**src/rtl/uart_tx_scheduler.sv**
```systemverilog
// ---------------------------------------------------------------------------
// uart_tx_scheduler
//
// Round-robin scheduler in front of the UART transmitter. It accepts bytes
// from two producers, issues a single-cycle Data_Valid strobe with the byte
// and its parity configuration, then follows the transmitter's busy flag
// until the frame is finished. Completed frames are counted. A transmitter
// that never raises busy after a strobe sets a sticky timeout flag.
//
// Ports
//   CLK, RST                   clock, synchronous active-high reset
//   REQ0_DATA/VALID/READY      requester 0 byte handshake
//   REQ1_DATA/VALID/READY      requester 1 byte handshake
//   CFG_PAR_EN, CFG_PAR_TYP    parity configuration, sampled at accept
//   TX_BUSY                    transmitter busy flag
//   TX_P_DATA, TX_DATA_VALID   byte and one-cycle strobe to the transmitter
//   TX_PAR_EN, TX_PAR_TYP      parity configuration latched at accept
//   GRANT_ID                   requester owning the current/last frame
//   FRAME_CNT                  completed-frame counter, wraps
//   ERR_TIMEOUT                sticky: busy never rose after a strobe
// ---------------------------------------------------------------------------
module uart_tx_scheduler #(
    parameter int DATA_W       = 8,
    parameter int CNT_W        = 16,
    parameter int BUSY_TIMEOUT = 4
) (
    input  logic              CLK,
    input  logic              RST,
    input  logic [DATA_W-1:0] REQ0_DATA,
    input  logic              REQ0_VALID,
    output logic              REQ0_READY,
    input  logic [DATA_W-1:0] REQ1_DATA,
    input  logic              REQ1_VALID,
    output logic              REQ1_READY,
    input  logic              CFG_PAR_EN,
    input  logic              CFG_PAR_TYP,
    input  logic              TX_BUSY,
    output logic [DATA_W-1:0] TX_P_DATA,
    output logic              TX_DATA_VALID,
    output logic              TX_PAR_EN,
    output logic              TX_PAR_TYP,
    output logic              GRANT_ID,
    output logic [CNT_W-1:0]  FRAME_CNT,
    output logic              ERR_TIMEOUT
);

    // Wide enough to hold 0 .. BUSY_TIMEOUT-1.
    localparam int TW = $clog2(BUSY_TIMEOUT);
    localparam logic [TW-1:0] TMO_LAST = TW'(BUSY_TIMEOUT - 1);

    typedef enum logic [1:0] {
        IDLE,
        STROBE,
        WAIT_BUSY,
        WAIT_DONE
    } state_t;

    state_t          state;
    state_t          state_nxt;
    logic            rr_ptr;       // last granted requester
    logic            sel;          // round-robin choice for this cycle
    logic            grant_ok;
    logic            accept;
    logic            tmo_expired;
    logic            frame_done;
    logic [TW-1:0]   tmo_cnt;

    // Arbitration and handshake. READY depends on TX_BUSY combinationally so
    // that a transmitter still busy from an abandoned frame blocks grants.
    always_comb begin
        // NOTE: every signal gets a default before any branch; a path that
        // leaves one unassigned would infer a latch.
        sel        = REQ1_VALID;
        if (REQ0_VALID && REQ1_VALID) begin
            sel = ~rr_ptr;
        end
        grant_ok   = (state == IDLE) && !TX_BUSY && !RST;
        REQ0_READY = grant_ok && !sel;
        REQ1_READY = grant_ok &&  sel;
        accept     = (REQ0_VALID && REQ0_READY) || (REQ1_VALID && REQ1_READY);
    end

    // Next-state logic.
    always_comb begin
        state_nxt   = state;
        tmo_expired = 1'b0;
        frame_done  = 1'b0;
        unique case (state)
            IDLE: begin
                if (accept) begin
                    state_nxt = STROBE;
                end
            end
            STROBE: begin
                state_nxt = WAIT_BUSY;
            end
            WAIT_BUSY: begin
                if (TX_BUSY) begin
                    state_nxt = WAIT_DONE;
                end else if (tmo_cnt == TMO_LAST) begin
                    tmo_expired = 1'b1;
                    state_nxt   = IDLE;
                end
            end
            WAIT_DONE: begin
                if (!TX_BUSY) begin
                    frame_done = 1'b1;
                    state_nxt  = IDLE;
                end
            end
            default: begin
                state_nxt = IDLE;
            end
        endcase
    end

    // State and datapath registers.
    always_ff @(posedge CLK) begin
        // NOTE: sequential state uses non-blocking assignments so every
        // register samples pre-edge values regardless of statement order.
        if (RST) begin
            state         <= IDLE;
            rr_ptr        <= 1'b1;
            tmo_cnt       <= '0;
            TX_P_DATA     <= '0;
            TX_DATA_VALID <= 1'b0;
            TX_PAR_EN     <= 1'b0;
            TX_PAR_TYP    <= 1'b0;
            GRANT_ID      <= 1'b0;
            FRAME_CNT     <= '0;
            ERR_TIMEOUT   <= 1'b0;
        end else begin
            state         <= state_nxt;
            // Accept only happens in IDLE, so this is high exactly in STROBE.
            TX_DATA_VALID <= accept;

            if (accept) begin
                TX_P_DATA  <= sel ? REQ1_DATA : REQ0_DATA;
                TX_PAR_EN  <= CFG_PAR_EN;
                TX_PAR_TYP <= CFG_PAR_TYP;
                GRANT_ID   <= sel;
                rr_ptr     <= sel;
            end

            // Counter is zero on the first WAIT_BUSY cycle; the wrap after
            // the last count is harmless because the state leaves WAIT_BUSY.
            if (state == STROBE) begin
                tmo_cnt <= '0;
            end else if (state == WAIT_BUSY && !TX_BUSY) begin
                tmo_cnt <= tmo_cnt + 1'b1;
            end

            if (tmo_expired) begin
                ERR_TIMEOUT <= 1'b1;
            end
            if (frame_done) begin
                FRAME_CNT <= FRAME_CNT + 1'b1;
            end
        end
    end

endmodule

```
**config.mk**
```make
export PLATFORM = sky130hd
export DESIGN_NAME = uart_tx_scheduler
export DESIGN_NICKNAME = d
export VERILOG_FILES = /design/src/rtl/uart_tx_scheduler.sv
export SDC_FILE = /design/constraint.sdc
export NUM_CORES = 1
export LEC_CHECK = 0
export BUFFER_PORTS_ARGS = -buffer_cell sky130_fd_sc_hd__clkbuf_2
export CORE_MARGIN = 4
export CORE_UTILIZATION = 49
export CTS_CLUSTER_DIAMETER = 60
export DETAILED_ROUTE_END_ITERATION = 6
export PLACE_DENSITY = 0.89
export SLEW_MARGIN = 20
export SYNTH_ARGS = -nofsm -noshare
export SYNTH_HDL_FRONTEND = slang
export SYNTH_SLANG_ARGS = --single-unit
```
**constraint.sdc**
```tcl
create_clock -name CLK -period 2.47 [get_ports CLK]
set_input_delay 0.741 -clock CLK [delete_from_list [all_inputs] [get_ports CLK]]
set_output_delay 0.741 -clock CLK [all_outputs]
set_load 0.05 [all_outputs]
```
==> reports/metrics.yaml <==
outcome: "complete, no violations"
synthArstFlopShare_pct: 0
grt-ovfl-total: 0
setup_ws_ps: 52.8
whs_ps: 465
drt-total-wl_um: 3190
slew_viol_final: 0
cts_tree: "built"
fin_crit_ps: 2420
cts.path.max_buffers: 2
rsz0062_at_grt: "no"
slew-limit-headroom_pct: 69.8
die_x_um: 64.1
numClockSinks: 34
yosysTopAreaCell: "dfxtp_1"
route.vias.total: 1394
drive_above_1_share_pct: 34.2
startpoint_type: "primary input"
synth_cells: 172
p_total_mw: 1.05
tns_ps: 0
tightest_slew_ps: 450
syn_area_um2: 1540
place_congestion: 0.790
drt-pass1-iter-count: 4
clockRootBuffer: "clkbuf_4"
design.die.area_um2: 4110
ys_types: 43
ir_worst_vdd_v: 0.000423
setup_viol: 0
syn_nets: 197
grt_pass1_wl_um: 5410
dpl.cell_count: 264
core_area_um2: 3030
numCtsBuffers: 5
crit_fanout: 5
min_period_over_period_pct: 97.9
setup.worst_path.class: "in2out"
antenna_found_initial: 0
diodes: 0
grt_pass1_vias: 1334
area_growth_pct: 24.2
num-nets-final: 252
die_h_um: 64.1
finalInstanceArea_um2: 1920
worstHoldPathType: "reg2reg"
power.density_nw_per_um2: 546
reg2reg_slack_ps: 650
ios: 54
htreeDepth: 2
wl_per_cell_um: 11.7
post-place-ws_ps: 8.34
synth_edf_count: 0
leakage_nw: 0.817
grt_start_max_net_pins: 36
cts.clk_slew.worst_paths_ps: 90
antenna_left: 0
ys_seq_area_share_pct: 44.1
viasPerCell: 5.13
finalHoldViolCount: 0
fin_cells: 272
synth_top_area_share_pct: 44.1
drt_iter0_drc: 65
syn_area_per_cell_um2: 8.97
cp-end-kind: "primary output"
ys_seq_elements: 34
start_util_pct: 51.0
yosys_warnings: 0
post-route-util_pct: 63.3
synth_flop_cell: "dfxtp_1"
grt_use_total_pct: 16.7
dpl-instance-area_um2: 1840
max_freq_mhz: 414
portBuffers: 53
crit_arrival_ps: 1680
drv_cap: 0
postCtsSetupBuffers: 0
clock_latency_ps: 330
dp_hpwl_um: 2390
drc: 0
ys_top_cells_by_area: "dfxtp_1, nor2_1, mux2i_1, a211oi_1, a21oi_1"
required_ps: 1730
rows: 20
worst_clock_skew_ps: 9.70
report_power, final:
| group | switching (mW) | internal, mW |
|---|---|---|
| Sequential | 0.0138 | 0.564 |
| Clock | 0.182 | 0.138 |
| Combinational | 0.0977 | 0.0511 |
area by class of cell:
cell class,count,area [um2]
Fill cell,266,1110
Multi-Input combinational cell,126,807
Sequential cell,34,681
Timing Repair Buffer,58,305
Clock buffer,7,55.1
Tap cell,44,55.1
Inverter,2,7.51
Clock inverter,1,5.00
cell families after synthesis:
| kind of cell | synth area share [%] |
|---|---|
| buffers and inverters | 4.38 |
| AO/OA/AOI/OAI | 12.1 |
| AND/OR/NAND/NOR | 25.4 |
| XOR/XNOR | 5.11 |
| flip-flops | 44.1 |
| multiplexers | 7.30 |
| adder cells (fa/ha/maj) | 1.62 |
worst paths after layout:
| check | from | end | cells after the start |
|---|---|---|---|
| max | RST | REQ0_READY | 4 |
| min | TX_PAR_EN | TX_PAR_EN | 2 |
| max reg2reg | state[0] | TX_P_DATA[4] | 4 |
| min reg2reg | TX_PAR_EN | TX_PAR_EN | 2 |
per-layer routing:
layer,vias up,wire [um],GRT usage (%)
met5,-,0,0
met4,0,39,6.60
met1,627,1380,17.3
met2,44,1510,28.9
li1,718,-,-
met3,5,261,7.73
Yosys cell counts, drive strengths merged (3+ instances only):
library cell / count
a211oi: 8
nor2b: 4
nand2: 10
nor3: 3
nor2: 28
dfxtp: 34
nand3: 6
or3: 5
a21oi: 9
mux2i: 9
xnor2: 5
o21ai: 5
buf: 7
nand4: 5
xor2: 4
nor4: 4
placed cells by master, fill, tap and decap left out, types with 2 or more instances in the layout:
master	netlist	final
a21oi_1	9	9
clkbuf_2	0	52
mux2i_1	9	9
a22oi_1	2	2
clkbuf_4	0	6
xnor2_1	5	5
nor2_1	28	28
o21ai_0	4	4
buf_4	4	5
nand4_1	4	4
nand2_1	10	10
dfxtp_1	34	34
mux2_2	2	2
nand2b_1	2	2
nor2b_1	4	3
xor2_1	4	4
a31oi_1	2	2
a211oi_1	8	8
ha_1	2	2
nor3_1	3	3
or3_1	2	2
nor4_1	3	3
or3_2	2	2
nand3_1	6	6
sequential cells by signal (all words and copies together), names as in the netlist:
name / count
tmo_cnt: 2
rr_ptr: 1
TX_P_DATA: 8
GRANT_ID: 1
TX_PAR_EN: 1
ERR_TIMEOUT: 1
TX_PAR_TYP: 1
TX_DATA_VALID: 1
FRAME_CNT: 16
state: 2
critical path, stage by stage:
cell and delay, ps:
clkbuf_2 110, nor4_4 350, nor2b_2 200, clkbuf_2 270
timing repair:
item                                   in CTS  in global routing
setup endpoints to repair                   2                  2
pin swaps                                   0                  1
endpoints found under the hold margin       0                  0
hold buffers                                0                  0
gates resized for setup                     1                  2
Power figures use the tool's default switching activity.
